[config.mk]
export PLATFORM = sky130hd
export DESIGN_NAME = master_write_control
export DESIGN_NICKNAME = d
export VERILOG_FILES = /design/src/rtl/master_write_control_pkg.sv /design/src/rtl/master_write_control_write_lane.sv /design/src/rtl/master_write_control.sv
export SDC_FILE = /design/constraint.sdc
export NUM_CORES = 1
export LEC_CHECK = 0
export CORE_ASPECT_RATIO = 1.5
export CORE_MARGIN = 8
export CORE_UTILIZATION = 64
export CTS_CLUSTER_SIZE = 14
export DETAILED_ROUTE_END_ITERATION = 8
export DONT_BUFFER_PORTS = 1
export PLACE_DENSITY = 0.8
export SLEW_MARGIN = 20
export SYNTH_ARGS = -nofsm -noshare
export SYNTH_HDL_FRONTEND = slang
export SYNTH_SLANG_ARGS = --single-unit
[constraint.sdc]
create_clock -name clk -period 5.9 [get_ports clk]
set_input_delay 0.885 -clock clk [delete_from_list [all_inputs] [get_ports clk]]
set_output_delay 0.885 -clock clk [all_outputs]
set_load 0.02 [all_outputs]
[src/rtl/master_write_control_pkg.sv]
// Shared TPU controller package: default array geometry and the
// count-minus-one row/column encoding used by reader and writer FSMs.
package master_write_control_pkg;

  localparam int unsigned TPU_ADDR_WIDTH   = 8;
  localparam int unsigned TPU_WIDTH_HEIGHT = 16;

  // num_row/num_col hold count-1, so the final diagonal step of an
  // (nr+1) x (nc+1) tile is simply their sum.
  function automatic int unsigned last_step(
    input int unsigned nr,
    input int unsigned nc
  );
    return nr + nc;
  endfunction

endpackage

[src/rtl/master_write_control_write_lane.sv]
// One output lane: decides whether lane LANE writes at step t and
// forms its address base + (t - LANE); idle lanes drive address 0.
module write_lane
  import master_write_control_pkg::*;
#(
  parameter int LANE       = 0,
  parameter int addr_width = 8,
  parameter int cnt_width  = 4
) (
  input  logic                  en,
  input  logic [cnt_width:0]    t,
  input  logic [cnt_width-1:0]  num_row,
  input  logic [cnt_width-1:0]  num_col,
  input  logic [addr_width-1:0] base_addr,
  output logic                  wr_en,
  output logic [addr_width-1:0] wr_addr
);

  localparam int TW = cnt_width + 1;
  localparam logic [TW-1:0] LANE_T = TW'(LANE);

  logic [TW-1:0]         row;
  logic [addr_width-1:0] row_a;
  logic                  col_ok;
  logic                  started;
  logic                  in_win;
  logic                  hit;

  assign col_ok  = {1'b0, num_col} >= LANE_T;
  assign started = t >= LANE_T;
  // row wraps when t < LANE, but started masks that case
  assign row     = t - LANE_T;
  assign in_win  = row <= {1'b0, num_row};
  assign hit     = en & col_ok & started & in_win;
  assign row_a   = addr_width'(row);

  assign wr_en   = hit;
  assign wr_addr = hit ? base_addr + row_a : '0;

endmodule

[src/rtl/master_write_control.sv]
// Writer FSM: drains a skewed (diagonal) systolic result tile into
// per-lane memory ports. Ports: clk/reset, active start pulse,
// base_addr/num_row/num_col tile params, wr_addr/wr_en lanes,
// busy/done status. All outputs are registered.
module master_write_control
  import master_write_control_pkg::*;
#(
  parameter int addr_width   = TPU_ADDR_WIDTH,
  parameter int width_height = TPU_WIDTH_HEIGHT
) (
  input  logic                                clk,
  input  logic                                reset,
  input  logic                                active,
  input  logic [addr_width-1:0]               base_addr,
  input  logic [$clog2(width_height)-1:0]     num_row,
  input  logic [$clog2(width_height)-1:0]     num_col,
  output logic [addr_width*width_height-1:0]  wr_addr,
  output logic [width_height-1:0]             wr_en,
  output logic                                busy,
  output logic                                done
);

  localparam int CW = $clog2(width_height);
  localparam int TW = CW + 1;
  localparam int AL = addr_width * width_height;

  typedef enum logic [1:0] {
    S_IDLE  = 2'd0,
    S_WRITE = 2'd1,
    S_DONE  = 2'd2
  } state_t;

  state_t                 state_q, state_d;
  logic [TW-1:0]          t_q, t_d;
  logic [addr_width-1:0]  base_q, base_d;
  logic [CW-1:0]          nrow_q, nrow_d;
  logic [CW-1:0]          ncol_q, ncol_d;
  logic [TW-1:0]          last_t;

  logic [width_height-1:0] wr_en_q, wr_en_d;
  logic [AL-1:0]           wr_addr_q, wr_addr_d;
  logic                    busy_q, busy_d;
  logic                    done_q, done_d;
  logic                    lane_go;

  assign last_t = TW'(last_step(32'(nrow_q), 32'(ncol_q)));

  always_comb begin
    state_d = state_q;
    t_d     = t_q;
    base_d  = base_q;
    nrow_d  = nrow_q;
    ncol_d  = ncol_q;
    unique case (state_q)
      S_IDLE: begin
        if (active) begin
          state_d = S_WRITE;
          t_d     = '0;
          base_d  = base_addr;
          nrow_d  = num_row;
          ncol_d  = num_col;
        end
      end
      S_WRITE: begin
        if (t_q == last_t) begin
          state_d = S_DONE;
          t_d     = '0;
        end else begin
          t_d = t_q + 1'b1;
        end
      end
      S_DONE: begin
        state_d = S_IDLE;
      end
      default: begin
        state_d = S_IDLE;
        t_d     = '0;
      end
    endcase
  end

  // Lane outputs are computed from next-state values so the
  // registered wr_en appears the cycle right after active.
  assign lane_go = (state_d == S_WRITE);
  assign busy_d  = (state_d != S_IDLE);
  assign done_d  = (state_d == S_DONE);

  for (genvar c = 0; c < width_height; c++) begin : g_lane
    write_lane #(
      .LANE       (c),
      .addr_width (addr_width),
      .cnt_width  (CW)
    ) u_lane (
      .en        (lane_go),
      .t         (t_d),
      .num_row   (nrow_d),
      .num_col   (ncol_d),
      .base_addr (base_d),
      .wr_en     (wr_en_d[c]),
      .wr_addr   (wr_addr_d[c*addr_width +: addr_width])
    );
  end

  always_ff @(posedge clk) begin
    if (reset) begin
      state_q   <= S_IDLE;
      t_q       <= '0;
      base_q    <= '0;
      nrow_q    <= '0;
      ncol_q    <= '0;
      wr_en_q   <= '0;
      wr_addr_q <= '0;
      busy_q    <= 1'b0;
      done_q    <= 1'b0;
    end else begin
      state_q   <= state_d;
      t_q       <= t_d;
      base_q    <= base_d;
      nrow_q    <= nrow_d;
      ncol_q    <= ncol_d;
      wr_en_q   <= wr_en_d;
      wr_addr_q <= wr_addr_d;
      busy_q    <= busy_d;
      done_q    <= done_d;
    end
  end

  assign wr_en   = wr_en_q;
  assign wr_addr = wr_addr_q;
  assign busy    = busy_q;
  assign done    = done_q;

endmodule

-- Word level (Yosys, flattened, before mapping)
Cells that the tools add are included.
- bits in registers: 169
- input bits: 19
- output and inout bits: 146
- word-level logic and storage cells: 202
- $add $sub $neg: 33
- $lt $le $gt $ge: 47
- equality and inequality tests: 5
- multiplexer cells: 12
- bitwise operators: 63
- reductions and logical operators: 18
- operator list (operator ; count):
    adder 8 x 5 -> 8 bit ; 16
    less-or-equal comparator 5 x 4 -> 1 bit ; 16
    bitwise AND 1 bit ; 47
    >= comparator 5 x 4 -> 1 bit, second input constant ; 8
    subtractor 5 x 4 -> 5 bit, second input constant ; 8
    >= comparator 4 bit, second input constant ; 8
    OR reduction 2 bit ; 16
    >= comparator 5 x 3 -> 1 bit, second input constant ; 4
    subtractor 5 x 3 -> 5 bit, second input constant ; 4
    >= comparator 4 x 3 -> 1 bit, second input constant ; 4
    two-way mux 4 bit ; 4
    two-way mux 8 bit ; 2
    NOT 1 bit ; 16
    case mux 5 bit (3 select lines) ; 1
    >= comparator 5 x 1 -> 1 bit, second input constant ; 2
    >= comparator 5 x 2 -> 1 bit, second input constant ; 2
    two-way mux 5 bit ; 2
    subtractor 5 x 2 -> 5 bit, second input constant ; 2
    >= comparator 4 x 2 -> 1 bit, second input constant ; 2
    adder 4 x 4 -> 5 bit ; 1
    adder 5 x 1 -> 5 bit, second input constant ; 1
    == test 5 bit ; 1
    subtractor 5 x 1 -> 5 bit, second input constant ; 1
    == test 2 x 1 -> 1 bit, second input constant ; 2
    6 further kinds ; 8

-- Longest topological paths before layout
Gate-level depths: netlist of the first run.
- depth in word-level cells: 10
- depth in mapped cells: 23
- mapped depth without buffers: 20

-- Cells and area by module
From an unflattened synthesis of the first run, not the netlist that was laid out.
- cell total of the unflattened synthesis: 1616
- area total of the unflattened synthesis: 14171.1 sq um
- by module, submodules not included (module ; instances ; cells each ; area an instance (sq um)):
    master_write_control ; 1 ; 438 ; 5149.9
    write_lane (g_lane[9].u_lane) ; 1 ; 80 ; 634.4
    write_lane (g_lane[1].u_lane) ; 1 ; 78 ; 626.9
    write_lane (g_lane[13].u_lane) ; 1 ; 78 ; 618.1
    write_lane (g_lane[2].u_lane) ; 1 ; 77 ; 614.3
    write_lane (g_lane[14].u_lane) ; 1 ; 74 ; 608.1
    write_lane (g_lane[7].u_lane) ; 1 ; 75 ; 600.6
    write_lane (g_lane[3].u_lane) ; 1 ; 75 ; 596.8
    write_lane (g_lane[11].u_lane) ; 1 ; 76 ; 595.6
    write_lane (g_lane[6].u_lane) ; 1 ; 75 ; 578.1
    write_lane (g_lane[15].u_lane) ; 1 ; 77 ; 549.3
    write_lane (g_lane[4].u_lane) ; 1 ; 72 ; 545.5
    write_lane (g_lane[12].u_lane) ; 1 ; 69 ; 529.3
    write_lane (g_lane[8].u_lane) ; 1 ; 72 ; 504.2
    3 more rows ; -- ; -- ; --

-- Worst setup path after synthesis of the first run
Ideal clock, no wire load.
- path kind: flip-flop to flip-flop
- start: reg ncol_q[0]
- end: reg wr_addr_q[108], in the netlist wr_addr[108]
- data arrival time: 5031 ps
- required time: 5827 ps
- path slack: 796 ps
- cell stages (with the launch flop): 21
- buffers on the path: 3
- cell sequence: dfxtp_1 > ha_1 > inv_1 > fa_1 > xnor3_1 > nor3_2 > o221ai_2 > clkbuf_1 > a31oi_1 > inv_1 > ha_1 > clkbuf_1 > a21o_1 > xnor2_1 > ha_1 > a21oi_1 > a41o_1 > o311ai_0 > or4_1 > buf_6 > nor3_4
- elaborated cells between the ends (all ways): 19
- those cells by class: add/sub (3); order compare (3); eq/ne (2); mux (6); bitwise (4); reduce/logical (1)
- RTL lines (item ; line ; text):
    start, declared ; master_write_control.sv:37 ; logic [CW-1:0] ncol_q, ncol_d;
    start signal, assigned ; master_write_control.sv:120 ; ncol_q <= ncol_d;
    adder 4 x 4 -> 5 bit (*) ; master_write_control_pkg.sv:14 ; return nr + nc;
    == test 5 bit (*) ; master_write_control.sv:65 ; if (t_q == last_t) begin
    two-way mux 5 bit (*) ; master_write_control.sv:65 ;
    case mux 5 bit (3 select lines) (*) ; master_write_control.sv:54 ; unique case (state_q)
    named net g_lane[0].u_lane.row[1] ; master_write_control_write_lane.sv:22 ; logic [TW-1:0] row;
    subtractor 5 x 4 -> 5 bit / >= comparator 5 x 4 -> 1 bit (equally long branches) ; master_write_control_write_lane.sv:32, master_write_control_write_lane.sv:30 ;
    less-or-equal comparator 5 x 4 -> 1 bit / bitwise AND 1 bit (equally long branches) ; master_write_control_write_lane.sv:33, master_write_control_write_lane.sv:34 ;
    bitwise AND 1 bit ; master_write_control_write_lane.sv:34 ; assign hit = en & col_ok & started & in_win;
    NOT 1 bit (no source line) ; -- ;
    OR reduction 2 bit (no source line) ; -- ;
    end signal, assigned ; master_write_control.sv:122 ; wr_addr_q <= wr_addr_d;
    end, declared ; master_write_control.sv:41 ; logic [AL-1:0] wr_addr_q, wr_addr_d;
Mark *: on every way through the listed nets, which the timed path passes. The rest lies on a longest branch.
A chain may end at the register's enable or synchronous reset.

-- Worst setup path in the final report of the first run
- start: reg ncol_q[0]
- end: reg wr_addr_q[87], in the netlist wr_addr[87]
The elaborated chain is that of the path after synthesis.

==> results of run 1 <==
-- kinds of logic after synthesis --
group / after synthesis / share of synthesized area (%)
AO/OA/AOI/OAI: 207 / 14.61
XOR/XNOR: 104 / 10.05
adder cells (fa/ha/maj): 105 / 14.69
buffers and inverters: 96 / 4.434
flip-flops: 169 / 36.78
multiplexers: 14 / 1.578
AND/OR/NAND/NOR: 354 / 17.86
-- worst max-delay path: cells and delay by family, from the launching register on --
| family | cells | cell delay, ns |
|---|---|---|
| and+or+nand+nor | 7 | 0.98 |
| DFF | 1 | 0.41 |
| xor gates and xnor gates | 1 | 0.16 |
| adders and majority gates | 4 | 1.42 |
| AOI/OAI and AO/OA | 6 | 1.74 |
| buffers and inverters | 2 | 0.38 |
-- metal layers --
metal,share of wire (%),vias up,GRT usage [%]
met1,38,3583,32.50
met2,51,333,52.92
met3,7.0,81,5.382
met4,4.4,0,15.62
li1,-,3575,-
met5,0,-,0
-- synth_stat cells (9+ instances only) --
library cell	instances
nand2_1	60
mux2i_1	10
xor2_1	29
clkbuf_1	19
xnor2_1	74
dfxtp_1	169
nor2b_1	32
o21ai_0	38
nor3_1	28
a21boi_0	9
a21oi_1	67
a21o_1	35
nor2_1	163
ha_1	100
inv_1	53
nand3_1	23
buf_2	13
-- path summary, 6_finish.rpt --
path	slack, ns	endpoint	from	depth (start not counted)
setup / recovery	0.71	wr_addr[87]$_SDFF_PP0_	ncol_q[0]$_SDFF_PP0_	20
hold / removal	0.52	base_q[2]$_SDFF_PP0_	reset	1
setup reg to reg	0.71	wr_addr[87]$_SDFF_PP0_	ncol_q[0]$_SDFF_PP0_	20
hold reg to reg	0.54	nrow_q[2]$_SDFF_PP0_	nrow_q[2]$_SDFF_PP0_	2
-- cell type report --
| type | instances | share of cell area, % |
|---|---|---|
| Timing Repair Buffer | 18 | 1.351 |
| Inverter | 57 | 2.264 |
| Sequential cell | 169 | 33.83 |
| Clock buffer | 18 | 4.391 |
| Tap cell | 192 | 2.402 |
| Multi-Input combinational cell | 784 | 54.24 |
| Clock inverter | 14 | 1.526 |
-- report_power, final --
| part | internal, uW | switching, uW |
|---|---|---|
| logic | 503 | 828 |
| clock network | 576 | 532 |
| registers | 1170 | 39.0 |
-- per-stage QoR --
step                      hold WS, ns  setup WS [ns]  area (um^2)  util [%]
after floorplan                0.5590         0.7958         9199         -
after global placement         0.5162         0.9103         9409     66.93
after detailed placement       0.5220         0.8541         9409     66.93
after CTS                      0.5073         0.8359        10000     71.14
after global routing           0.5053         0.3801        10000     71.14
final                          0.5189         0.7146        10000     71.14
-- flip-flops by register name, indices dropped and copies added (netlist names) --
| register | flops |
|---|---|
| wr_addr | 128 |
| wr_en | 16 |
| base_q | 8 |
| t_q | 5 |
| ncol_q | 4 |
| nrow_q | 4 |
| state_q | 2 |
| busy | 1 |
| done | 1 |
==> impl_results.html, run 1 <==
<table>
<tr><th>Metric</th><th>Value</th></tr>
<tr><th colspan="2">Outcome</th></tr>
<tr><td>Run status</td><td>finished, final reports clean</td></tr>
<tr><th colspan="2">Yosys</th></tr>
<tr><td>Netlist area before placement</td><td>9199 um^2</td></tr>
<tr><td>Flop and latch count out of synthesis</td><td>169</td></tr>
<tr><td>Dominant cell type by area after synthesis</td><td>dfxtp_1</td></tr>
<tr><td>Post-synthesis sequential area ratio</td><td>36.78%</td></tr>
<tr><td>Share of Yosys cell area claimed by the top area cell type</td><td>a little under two fifths</td></tr>
<tr><td>Number of warning messages in the yosys log</td><td>0</td></tr>
<tr><td>Post-synth cell types</td><td>65</td></tr>
<tr><td>Average footprint of a synthesized cell</td><td>8.769 um^2</td></tr>
<tr><td>EDFF count, synth</td><td>0</td></tr>
<tr><td>Top post-synthesis cells by area</td><td>dfxtp_1 37%, ha_1 14%, xnor2_1 7.0%</td></tr>
<tr><td>Number of instances in the synthesized netlist</td><td>1049</td></tr>
<tr><td>Share of flip-flops with an asynchronous set or reset</td><td>0%</td></tr>
<tr><td>Synth Net Count</td><td>between 1000 and 1500</td></tr>
<tr><td>Ys flop type</td><td>dfxtp_1</td></tr>
<tr><th colspan="2">Cells and area</th></tr>
<tr><td>Final layout net count</td><td>about 1200</td></tr>
<tr><td>Proportion of layout cells with a drive suffix above 1</td><td>under 10%</td></tr>
<tr><td>Final antenna diode count</td><td>0</td></tr>
<tr><td>Area overhead of the layout relative to synthesis</td><td>8.718%</td></tr>
<tr><td>Most common library cell in the layout ignoring fill and taps</td><td>dfxtp_1</td></tr>
<tr><td>Post-Layout Cell Count</td><td>about 1300</td></tr>
<tr><td>Highest-count cells in the layout ignoring fill and taps</td><td>169 x dfxtp_1, 163 x nor2_1, 100 x ha_1</td></tr>
<tr><td>Reg area</td><td>about 3400 um^2</td></tr>
<tr><td>Fill cell count</td><td>1071</td></tr>
<tr><td>Area taken by multi-input logic gates</td><td>5424 um^2</td></tr>
<tr><th colspan="2">Worst setup path</th></tr>
<tr><td>Worst setup path class</td><td>reg2reg</td></tr>
<tr><td>Critical-path cell with the highest stage delay</td><td>o221ai_2</td></tr>
<tr><td>WP data arrival</td><td>about 5.5 ns</td></tr>
<tr><td>CP Capture Type</td><td>flop</td></tr>
<tr><td>Most common cell type on the critical path</td><td>nand2_1</td></tr>
<tr><td>Max FO, Critical Path</td><td>15</td></tr>
<tr><td>Cell Chain, Critical Path</td><td>ha_1, inv_1, fa_1, and3b_1, nor3_1, o221ai_2, nand2_1, o21a_1, inv_1, ha_1, a21oi_1, o21bai_1, a21o_1, nand2_1, ha_1, nand2_1, o21ai_0, nand2_1, xnor2_1, nor3_1</td></tr>
<tr><td>Critical path's largest stage delay</td><td>between 0.6 and 0.7 ns</td></tr>
<tr><td>Critical Path Source Type</td><td>flop</td></tr>
<tr><td>Critical path data required time</td><td>~6.2 ns</td></tr>
<tr><th colspan="2">Die</th></tr>
<tr><td>Starting density of the core</td><td>65.43%</td></tr>
<tr><td>Placement Rows</td><td>between 50 and 60</td></tr>
<tr><td>Die ar.</td><td>18540 um^2</td></tr>
<tr><td>I/O pin total</td><td>around 170</td></tr>
<tr><td>Core Footprint</td><td>14060 um^2</td></tr>
<tr><td>DIE HEIGHT</td><td>between 150 and 200 um</td></tr>
<tr><td>Die Wd</td><td>approximately 110 um</td></tr>
<tr><th colspan="2">CTS</th></tr>
<tr><td>Clock sink count</td><td>169</td></tr>
<tr><td>Hold-fix buffers, CTS</td><td>0</td></tr>
<tr><td>Post_cts resized</td><td>0</td></tr>
<tr><td>Post-CTS Repair Setup Buffers</td><td>0</td></tr>
<tr><td>CTS tree</td><td>done</td></tr>
<tr><td>Clock network latency to the later pin of the worst-skew pair</td><td>between 0.4 and 0.5 ns</td></tr>
<tr><td>Clock-pin slew on the worst setup and hold paths</td><td>around 0.08 ns</td></tr>
<tr><td>Htree depth</td><td>4</td></tr>
<tr><td>Maximum buffer depth of the clock tree</td><td>2</td></tr>
<tr><td>Clock Root Buffer</td><td>clkbuf_16</td></tr>
<tr><td>Num CTS Buffers</td><td>17</td></tr>
<tr><th colspan="2">Detailed routing</th></tr>
<tr><td>DRC violations left</td><td>0</td></tr>
<tr><td>Iter 0 DRT Violations</td><td>approximately 530</td></tr>
<tr><td>DRT antenna net count</td><td>0</td></tr>
<tr><td>Vias/cell</td><td>6.048</td></tr>
<tr><td>Via count</td><td>about 7600</td></tr>
<tr><td>Routed wire length</td><td>27.87 mm</td></tr>
<tr><td>Final routed wire length divided by cell count</td><td>about 22 um</td></tr>
<tr><td>Number of detailed-routing iterations run before antenna repair</td><td>7</td></tr>
<tr><th colspan="2">STA</th></tr>
<tr><td>Worst-Margin Slew</td><td>slightly above 0.9 ns</td></tr>
<tr><td>Setup TNS</td><td>0 ns</td></tr>
<tr><td>Peak clock frequency supported by timing</td><td>approximately 190 MHz</td></tr>
<tr><td>Number of endpoints failing setup at the final stage</td><td>0</td></tr>
<tr><td>Final Cycle Share</td><td>slightly below 90%</td></tr>
<tr><td>Tmin final</td><td>roughly 5.2 ns</td></tr>
<tr><td>Fin. Hold Viols</td><td>0</td></tr>
<tr><td>Final Slew Violations</td><td>0</td></tr>
<tr><td>Clock Skews</td><td>0.01471 ns</td></tr>
<tr><td>Relative slew slack</td><td>between 30% and 40%</td></tr>
<tr><td>RSZ-0062 raised after global routing</td><td>false</td></tr>
<tr><th colspan="2">Pwr</th></tr>
<tr><td>Total power divided by cell area</td><td>about 360 nW/um^2</td></tr>
<tr><td>Leakage power total</td><td>about 0.0045 uW</td></tr>
<tr><td>Total power after layout</td><td>about 3600 uW</td></tr>
<tr><td>VDD IR-drop max</td><td>0.0002031 V</td></tr>
<tr><th colspan="2">GRT</th></tr>
<tr><td>Largest net degree at the start of global routing</td><td>27</td></tr>
<tr><td>Antenna violations before repair</td><td>0</td></tr>
<tr><td>Aggregate global routing overflow</td><td>0</td></tr>
<tr><td>Total track usage</td><td>a little under 30%</td></tr>
<tr><td>First-pass GRT wire length</td><td>roughly 42 mm</td></tr>
<tr><td>Vias in the first global route</td><td>around 7500</td></tr>
<tr><th colspan="2">Job</th></tr>
<tr><td>Maximum Capacitance Violations</td><td>0</td></tr>
<tr><th colspan="2">Placement</th></tr>
<tr><td>Gpl congestion</td><td>a little under 1</td></tr>
<tr><td>Port Buffers</td><td>0</td></tr>
<tr><td>Placed wire-length estimate after detailed placement</td><td>approximately 21 mm</td></tr>
<tr><td>Number of cells in the design after placement</td><td>roughly 1200</td></tr>
<tr><th colspan="2">Min path</th></tr>
<tr><td>Hold WC Path Type</td><td>in2reg</td></tr>
</table>
Power figures use the tool's default switching activity.
==> run 2, diff against run 1 <==
--- a/config.mk
+++ b/config.mk
@@ -11,7 +11,8 @@
 export CTS_CLUSTER_SIZE = 14
 export DETAILED_ROUTE_END_ITERATION = 8
 export DONT_BUFFER_PORTS = 1
-export PLACE_DENSITY = 0.8
+export PLACE_DENSITY = 0.82
+export SKIP_LAST_GASP = 1
 export SLEW_MARGIN = 20
 export SYNTH_ARGS = -nofsm -noshare
 export SYNTH_HDL_FRONTEND = slang
==> impl_results.html, run 2 (synthesized netlist as in run 1, its figures left out) <==
<table>
<tr><th>Metric</th><th>Value</th></tr>
<tr><th colspan="2">Die</th></tr>
<tr><td>Core Footprint</td><td>14060 um^2 (unchanged)</td></tr>
<tr><td>Die ar.</td><td>18540 um^2 (unchanged)</td></tr>
<tr><td>I/O pin total</td><td>165 (unchanged)</td></tr>
<tr><td>Placement Rows</td><td>53 (unchanged)</td></tr>
<tr><td>Die Wd</td><td>113.9 um (unchanged)</td></tr>
<tr><td>Starting density of the core</td><td>65.43% (unchanged)</td></tr>
<tr><td>DIE HEIGHT</td><td>162.8 um (unchanged)</td></tr>
<tr><th colspan="2">Min path</th></tr>
<tr><td>Hold WC Path Type</td><td>in2reg</td></tr>
<tr><td>Hold EP</td><td>base_q[4]$_SDFF_PP0_</td></tr>
<tr><td>Worst hold path cell count</td><td>1 (unchanged)</td></tr>
<tr><td>Worst hold path startpoint</td><td>reset</td></tr>
<tr><th colspan="2">Detailed routing</th></tr>
<tr><td>DRC violations left</td><td>0 (unchanged)</td></tr>
<tr><td>Iter 0 DRT Violations</td><td>567 (+7.8%)</td></tr>
<tr><td>Final routed wire length divided by cell count</td><td>22.05 um (-0.96%)</td></tr>
<tr><td>Number of detailed-routing iterations run before antenna repair</td><td>5 (-2)</td></tr>
<tr><td>Routed wire length</td><td>27.56 mm (-1.1%)</td></tr>
<tr><td>Vias/cell</td><td>6.089 (+0.68%)</td></tr>
<tr><td>DRT antenna net count</td><td>0 (unchanged)</td></tr>
<tr><td>Via count</td><td>7611 (+0.52%)</td></tr>
<tr><th colspan="2">STA</th></tr>
<tr><td>Relative slew slack</td><td>39.00% (+2.7 points)</td></tr>
<tr><td>Final Hold Slack</td><td>0.5166 ns (-0.002357 ns)</td></tr>
<tr><td>Number of endpoints failing setup at the final stage</td><td>0 (unchanged)</td></tr>
<tr><td>Tmin final</td><td>4.982 ns (-0.2037 ns)</td></tr>
<tr><td>Fin. Hold Viols</td><td>0 (unchanged)</td></tr>
<tr><td>RSZ-0062 raised after global routing</td><td>false</td></tr>
<tr><td>Peak clock frequency supported by timing</td><td>200.7 MHz (+4.1%)</td></tr>
<tr><td>Clock Skews</td><td>0.01244 ns (-0.002262 ns)</td></tr>
<tr><td>Final Slew Violations</td><td>0 (unchanged)</td></tr>
<tr><td>Worst-Margin Slew</td><td>0.8896 ns (-0.03903 ns)</td></tr>
<tr><td>Setup TNS</td><td>0 ns (unchanged)</td></tr>
<tr><td>Final Cycle Share</td><td>84.43% (-3.5 points)</td></tr>
<tr><th colspan="2">Cells and area</th></tr>
<tr><td>Fill cell count</td><td>1097 (+2.4%)</td></tr>
<tr><td>Most common library cell in the layout ignoring fill and taps</td><td>dfxtp_1</td></tr>
<tr><td>Final antenna diode count</td><td>0 (unchanged)</td></tr>
<tr><td>Final layout net count</td><td>1169 (-0.17%)</td></tr>
<tr><td>Highest-count cells in the layout ignoring fill and taps</td><td>169 x dfxtp_1, 163 x nor2_1, 100 x ha_1</td></tr>
<tr><td>Area overhead of the layout relative to synthesis</td><td>8.664% (about the same)</td></tr>
<tr><td>Reg area</td><td>3383 um^2 (unchanged)</td></tr>
<tr><td>Area taken by multi-input logic gates</td><td>5424 um^2 (unchanged)</td></tr>
<tr><td>Proportion of layout cells with a drive suffix above 1</td><td>6.333% (-0.18 points)</td></tr>
<tr><td>Number of flip-flops in the largest register</td><td>128 (unchanged)</td></tr>
<tr><th colspan="2">Worst setup path</th></tr>
<tr><td>FF-to-FF End</td><td>wr_addr[124]$_SDFF_PP0_</td></tr>
<tr><td>Cell depth of the worst flop-to-flop path</td><td>20 (unchanged)</td></tr>
<tr><td>Source of the worst register-to-register timing path</td><td>ncol_q[0]$_SDFF_PP0_</td></tr>
<tr><td>Slack of the worst reg-to-reg path</td><td>0.92 ns (+0.20 ns)</td></tr>
<tr><td>Critical Path Source Type</td><td>flop</td></tr>
<tr><td>Critical path data required time</td><td>6.24 ns (about the same)</td></tr>
<tr><td>CP Capture Type</td><td>flop</td></tr>
<tr><td>Worst setup path class</td><td>reg2reg</td></tr>
<tr><td>Max FO, Critical Path</td><td>15 (unchanged)</td></tr>
<tr><td>WP data arrival</td><td>5.32 ns (-0.20 ns)</td></tr>
<tr><th colspan="2">Placement</th></tr>
<tr><td>Gpl congestion</td><td>0.9911 (+1.8%)</td></tr>
<tr><td>Placed wire-length estimate after detailed placement</td><td>20.98 mm (-0.46%)</td></tr>
<tr><td>Port Buffers</td><td>0 (unchanged)</td></tr>
<tr><th colspan="2">CTS</th></tr>
<tr><td>Clock network latency to the later pin of the worst-skew pair</td><td>0.43 ns (about the same)</td></tr>
<tr><td>Hold-fix buffers, CTS</td><td>0 (unchanged)</td></tr>
<tr><td>Clock Root Buffer</td><td>clkbuf_16</td></tr>
<tr><td>Maximum buffer depth of the clock tree</td><td>2 (unchanged)</td></tr>
<tr><td>Num CTS Buffers</td><td>17 (unchanged)</td></tr>
<tr><td>Post_cts resized</td><td>0 (unchanged)</td></tr>
<tr><td>Htree depth</td><td>4 (unchanged)</td></tr>
<tr><td>Clock sink count</td><td>169 (unchanged)</td></tr>
<tr><td>Clock-pin slew on the worst setup and hold paths</td><td>0.07 ns (about the same)</td></tr>
<tr><td>CTS tree</td><td>done</td></tr>
<tr><td>Post-CTS Repair Setup Buffers</td><td>0 (unchanged)</td></tr>
<tr><th colspan="2">Job</th></tr>
<tr><td>Maximum Capacitance Violations</td><td>0 (unchanged)</td></tr>
<tr><th colspan="2">GRT</th></tr>
<tr><td>Antenna violations before repair</td><td>0 (unchanged)</td></tr>
<tr><td>Aggregate global routing overflow</td><td>0 (unchanged)</td></tr>
<tr><td>Largest net degree at the start of global routing</td><td>27 (unchanged)</td></tr>
<tr><td>First-pass GRT wire length</td><td>42.56 mm (+1.2%)</td></tr>
<tr><td>Vias in the first global route</td><td>7623 (+1.6%)</td></tr>
<tr><td>Total track usage</td><td>29.64% (about the same)</td></tr>
<tr><th colspan="2">Outcome</th></tr>
<tr><td>Run status</td><td>finished, final reports clean</td></tr>
<tr><th colspan="2">Pwr</th></tr>
<tr><td>Total power divided by cell area</td><td>368.5 nW/um^2 (+1.1%)</td></tr>
<tr><td>VDD IR-drop max</td><td>0.0002248 V (+11%)</td></tr>
<tr><td>Leakage power total</td><td>0.004462 uW (about the same)</td></tr>
</table>
-- run 2: worst max path at each step --
stage                         startpoint                       to  slack [ns]  depth (start not counted)
floorplan           ncol_q[0]$_SDFF_PP0_  wr_addr[108]$_SDFF_PP0_        0.80                         20
global placement    ncol_q[0]$_SDFF_PP0_   wr_addr[87]$_SDFF_PP0_        1.10                         20
detailed placement  ncol_q[0]$_SDFF_PP0_  wr_addr[108]$_SDFF_PP0_        0.97                         19
CTS                 ncol_q[0]$_SDFF_PP0_  wr_addr[108]$_SDFF_PP0_        0.96                         19
global route        ncol_q[0]$_SDFF_PP0_  wr_addr[108]$_SDFF_PP0_        0.57                         19
finish              ncol_q[0]$_SDFF_PP0_  wr_addr[124]$_SDFF_PP0_        0.92                         20
-- run 2: metrics by stage --
step | instance area, um^2 | utilization, % | setup WS (ns) | instances | power [uW]
after global placement | 9394 | 66.82 | 1.102 | 1218 | 2499
after detailed placement | 9394 | 66.82 | 0.9716 | 1218 | 2522
after floorplan | 9199 | - | 0.7958 | 1049 | 2204
after global routing | 9996 | 71.10 | 0.5696 | 1250 | 3876
after CTS | 9996 | 71.10 | 0.9556 | 1250 | 3671
final | 9996 | 71.10 | 0.9183 | 1250 | 3683
-- run 2: metal layers --
| layer | up-vias | track usage [%] | share of wire, % |
|---|---|---|---|
| met5 | - | 0 | 0 |
| met2 | 353 | 53.10 | 51 |
| met1 | 3611 | 32.04 | 38 |
| li1 | 3559 | - | - |
| met4 | 0 | 15.62 | 4.5 |
| met3 | 88 | 5.976 | 7.0 |
-- run 2: final cells by class --
class                           count  share of cell area, %
Clock buffer                       17                  4.256
Clock inverter                     15                  1.765
Inverter                           57                  2.266
Multi-Input combinational cell    784                  54.26
Sequential cell                   169                  33.85
Tap cell                          192                  2.403
Timing Repair Buffer               16                  1.202
-- run 2: worst max-delay path: stages (launching register included) --
cell      delay, ns
dfxtp_1        0.43
ha_1           0.20
inv_1          0.05
fa_1           0.38
xnor3_1        0.39
nor3_2         0.21
o221ai_2       0.33
a31oi_1        0.26
buf_4          0.23
inv_1          0.08
buf_4          0.16
ha_1           0.25
xnor2_1        0.26
ha_1           0.32
a21oi_1        0.13
o21ai_0        0.12
a21oi_1        0.17
a41o_1         0.12
nand3b_1       0.08
a211o_1        0.44
nor3_1         0.25
-- run 2: report_power, final --
group          switching (uW)  leakage (uW)  internal [uW]  total (uW)
clock                     540      0.000298            609        1150
sequential               39.4       0.00136           1170        1210
combinational             829       0.00280            500        1330
total                    1410       0.00446           2270        3680
==> run 3, diff against run 2 <==
--- a/config.mk
+++ b/config.mk
@@ -7,11 +7,11 @@
 export LEC_CHECK = 0
 export CORE_ASPECT_RATIO = 1.5
 export CORE_MARGIN = 8
-export CORE_UTILIZATION = 64
+export CORE_UTILIZATION = 58
 export CTS_CLUSTER_SIZE = 14
 export DETAILED_ROUTE_END_ITERATION = 8
 export DONT_BUFFER_PORTS = 1
-export PLACE_DENSITY = 0.82
+export PLACE_DENSITY = 0.78
 export SKIP_LAST_GASP = 1
 export SLEW_MARGIN = 20
 export SYNTH_ARGS = -nofsm -noshare
==> constraint.sdc (replaced) <==
create_clock -name clk -period 4.15 [get_ports clk]
set_input_delay 0.6225 -clock clk [delete_from_list [all_inputs] [get_ports clk]]
set_output_delay 0.6225 -clock clk [all_outputs]
set_load 0.02 [all_outputs]
==> impl_results.html, run 3 (synthesized netlist as in run 1, its figures left out) <==
<table>
<tr><th>Metric</th><th>Value</th></tr>
<tr><th colspan="2">CTS</th></tr>
<tr><td>CTS tree</td><td>done</td></tr>
<tr><td>Clock sink count</td><td>169 (unchanged)</td></tr>
<tr><td>Clock Root Buffer</td><td>clkbuf_16</td></tr>
<tr><td>Maximum buffer depth of the clock tree</td><td>2 (unchanged)</td></tr>
<tr><td>Htree depth</td><td>4 (unchanged)</td></tr>
<tr><td>Hold-fix buffers, CTS</td><td>0 (unchanged)</td></tr>
<tr><td>Clock network latency to the later pin of the worst-skew pair</td><td>0.44 ns (about the same)</td></tr>
<tr><td>Clock-pin slew on the worst setup and hold paths</td><td>0.07 ns (about the same)</td></tr>
<tr><td>Num CTS Buffers</td><td>17 (unchanged)</td></tr>
<tr><th colspan="2">GRT</th></tr>
<tr><td>First-pass GRT wire length</td><td>46.27 mm (+8.7%)</td></tr>
<tr><td>Largest net degree at the start of global routing</td><td>27 (unchanged)</td></tr>
<tr><td>Aggregate global routing overflow</td><td>0 (unchanged)</td></tr>
<tr><td>Antenna violations before repair</td><td>0 (unchanged)</td></tr>
<tr><td>Total track usage</td><td>29.27% (-0.37 points)</td></tr>
<tr><td>Vias in the first global route</td><td>8256 (+8.3%)</td></tr>
<tr><th colspan="2">Worst setup path</th></tr>
<tr><td>Critical path data required time</td><td>4.52 ns (-1.72 ns)</td></tr>
<tr><td>Critical-path cell with the highest stage delay</td><td>or4_4</td></tr>
<tr><td>Cell Chain, Critical Path</td><td>ha_4, inv_2, fa_2, xnor2_2, nor3_4, o221ai_4, a31oi_4, buf_12, inv_8, ha_4, a21o_1, xnor2_2, ha_1, a21oi_2, a41o_1, o311ai_1, or4_4, buf_6, nor3_4</td></tr>
<tr><td>WP data arrival</td><td>4.52 ns (-0.80 ns)</td></tr>
<tr><td>Number of buffer and inverter instances along the worst setup path</td><td>4 (unchanged)</td></tr>
<tr><td>Critical Path Source Type</td><td>flop</td></tr>
<tr><td>Max FO, Critical Path</td><td>7 (-8)</td></tr>
<tr><td>CP Capture Type</td><td>flop</td></tr>
<tr><td>Kind of cell adding the most delay to the critical path</td><td>adder cells</td></tr>
<tr><td>Worst setup path class</td><td>reg2reg</td></tr>
<tr><td>Critical path's largest stage delay</td><td>0.57 ns (+0.13 ns)</td></tr>
<tr><th colspan="2">STA</th></tr>
<tr><td>RSZ-0062 raised after global routing</td><td>true</td></tr>
<tr><td>Setup TNS</td><td>-0.0002247 ns (-0.0002247 ns)</td></tr>
<tr><td>Tmin final</td><td>4.150 ns (-0.8314 ns)</td></tr>
<tr><td>Clock Skews</td><td>0.01120 ns (-0.001241 ns)</td></tr>
<tr><td>Fin. Hold Viols</td><td>0 (unchanged)</td></tr>
<tr><td>Number of endpoints failing setup at the final stage</td><td>1 (+1)</td></tr>
<tr><td>Final Cycle Share</td><td>100.0% (+16 points)</td></tr>
<tr><td>Final Slew Violations</td><td>0 (unchanged)</td></tr>
<tr><td>Final Hold Slack</td><td>0.2531 ns (-0.2635 ns)</td></tr>
<tr><td>Relative slew slack</td><td>40.98% (+2.0 points)</td></tr>
<tr><td>Final setup margin</td><td>-0.0002247 ns (-0.9186 ns)</td></tr>
<tr><td>Peak clock frequency supported by timing</td><td>241.0 MHz (+20%)</td></tr>
<tr><td>Worst-Margin Slew</td><td>0.8820 ns (-0.007614 ns)</td></tr>
<tr><th colspan="2">Cells and area</th></tr>
<tr><td>Most common library cell in the layout ignoring fill and taps</td><td>dfxtp_1</td></tr>
<tr><td>Area overhead of the layout relative to synthesis</td><td>24.41%</td></tr>
<tr><td>Number of flip-flops in the largest register</td><td>128 (unchanged)</td></tr>
<tr><td>Highest-count cells in the layout ignoring fill and taps</td><td>167 x dfxtp_1, 158 x nor2_1, 124 x buf_4</td></tr>
<tr><td>Final layout net count</td><td>1289 (+10%)</td></tr>
<tr><td>Share of the core filled with cells</td><td>73.58% (+2.5 points)</td></tr>
<tr><td>Final antenna diode count</td><td>0 (unchanged)</td></tr>
<tr><td>Proportion of layout cells with a drive suffix above 1</td><td>21.56% (+15 points)</td></tr>
<tr><th colspan="2">Placement</th></tr>
<tr><td>Port Buffers</td><td>0 (unchanged)</td></tr>
<tr><td>Gpl congestion</td><td>0.9996 (+0.86%)</td></tr>
<tr><td>Pre-CTS setup slack</td><td>-0.1379 ns (-1.109 ns)</td></tr>
<tr><td>Placed wire-length estimate after detailed placement</td><td>22.88 mm (+9.0%)</td></tr>
<tr><th colspan="2">Pwr</th></tr>
<tr><td>Total power divided by cell area</td><td>496.7 nW/um^2 (+35%)</td></tr>
<tr><td>Combinational power share</td><td>42.0% (+5.9 points)</td></tr>
<tr><td>Portion of total power attributed to sequential cells</td><td>30.1% (-2.6 points)</td></tr>
<tr><td>VDD IR-drop max</td><td>0.0002572 V (+14%)</td></tr>
<tr><td>Cell-internal power</td><td>3482 uW (+53%)</td></tr>
<tr><td>Leakage power total</td><td>0.005120 uW (+15%)</td></tr>
<tr><td>Clock group share of total power</td><td>27.9% (-3.3 points)</td></tr>
<tr><td>Net Sw Power</td><td>2202 uW (+56%)</td></tr>
<tr><td>Net Sw Frac</td><td>38.74% (+0.50 points)</td></tr>
<tr><td>Total power after layout</td><td>5684 uW (+54%)</td></tr>
<tr><th colspan="2">Die</th></tr>
<tr><td>Core Footprint</td><td>15550 um^2 (+11%)</td></tr>
<tr><td>Die ar.</td><td>20230 um^2 (+9.1%)</td></tr>
<tr><td>Placement Rows</td><td>56 (+5.7%)</td></tr>
<tr><td>DIE HEIGHT</td><td>170.2 um (+4.6%)</td></tr>
<tr><td>I/O pin total</td><td>165 (unchanged)</td></tr>
<tr><td>Die Wd</td><td>118.8 um (+4.3%)</td></tr>
<tr><td>Starting density of the core</td><td>59.14% (-6.3 points)</td></tr>
<tr><th colspan="2">Detailed routing</th></tr>
<tr><td>DRT antenna net count</td><td>0 (unchanged)</td></tr>
<tr><td>DRC violations left</td><td>0 (unchanged)</td></tr>
<tr><td>Via count</td><td>8310 (+9.2%)</td></tr>
<tr><td>Vias/cell</td><td>6.017 (-1.2%)</td></tr>
<tr><td>Number of detailed-routing iterations run before antenna repair</td><td>6 (+1)</td></tr>
<tr><td>Final routed wire length divided by cell count</td><td>22.62 um (+2.6%)</td></tr>
<tr><td>Routed wire length</td><td>31.24 mm (+13%)</td></tr>
<tr><td>Iter 0 DRT Violations</td><td>709 (+25%)</td></tr>
<tr><th colspan="2">Min path</th></tr>
<tr><td>Hold WC Path Type</td><td>in2reg</td></tr>
<tr><th colspan="2">Outcome</th></tr>
<tr><td>Violated checks</td><td>setup timing</td></tr>
<tr><td>Run status</td><td>complete, but fails checks</td></tr>
<tr><th colspan="2">Job</th></tr>
<tr><td>Maximum Capacitance Violations</td><td>0 (unchanged)</td></tr>
</table>
-- run 3: changes by cell type in the layout (fill, tap and decap cells not counted), sizes merged --
cell | before | now
clkinvlp | 0 | 3
buf | 16 | 134
bufinv | 1 | 0
clkinv | 9 | 8
inv | 62 | 61
a211o | 3 | 4
a2111o | 3 | 4
-- run 3: worst paths after layout --
kind | startpoint | end | slack, ns | depth (start not counted)
setup / recovery | ncol_q[0]$_SDFF_PP0_ | wr_addr[108]$_SDFF_PP0_ | -0.0002 | 19
hold / removal | reset | base_q[7]$_SDFF_PP0_ | 0.25 | 1
setup reg to reg | ncol_q[0]$_SDFF_PP0_ | wr_addr[108]$_SDFF_PP0_ | -0.0002 | 19
hold reg to reg | base_q[1]$_SDFF_PP0_ | base_q[1]$_SDFF_PP0_ | 0.68 | 3
-- run 3: power groups by stage --
stage          Sequential, uW  Clock [uW]  Combinational (uW)
3_3_place_gp             1750           0                2080
6_report                 1710        1590                2390
3_5_place_dp             1750           0                2120
4_1_cts                  1710        1590                2210
2_1_floorplan            1730           0                1420
5_1_grt                  1720        1660                2570
-- run 3: cell type report --
class,instances,area [um^2]
fillers,1132,4110
inverters,57,236.5
multi-input cells,786,5904
clock inverters,15,153.9
repair buffers,134,1082
flip-flops and latches,169,3388
well taps,203,254.0
clock buffers,17,425.4
-- run 3: layer usage --
metal	track usage [%]	up-vias	share of wire, %
li1	-	3803	-
met1	30.99	4013	36
met2	53.62	380	52
met3	6.070	114	7.4
met4	15.13	0	4.7
met5	0	-	0
-- run 3: through the flow --
stage,cells,cell area [um^2]
after floorplan,1049,9290
after global placement,1335,10320
after detailed placement,1335,10320
after CTS,1373,11050
after global routing,1381,11440
final,1381,11440
-- run 3: what timing repair did --
| item | 4_1_cts | 5_1_grt |
|---|---|---|
| resized for setup | 26 | 69 |
| hold endpoints to repair | 0 | 0 |
| endpoints found under the setup margin | 64 | 111 |
| buffers inserted | 7 | 6 |
| pin swaps | 14 | 17 |
| gates cloned | 1 | 2 |
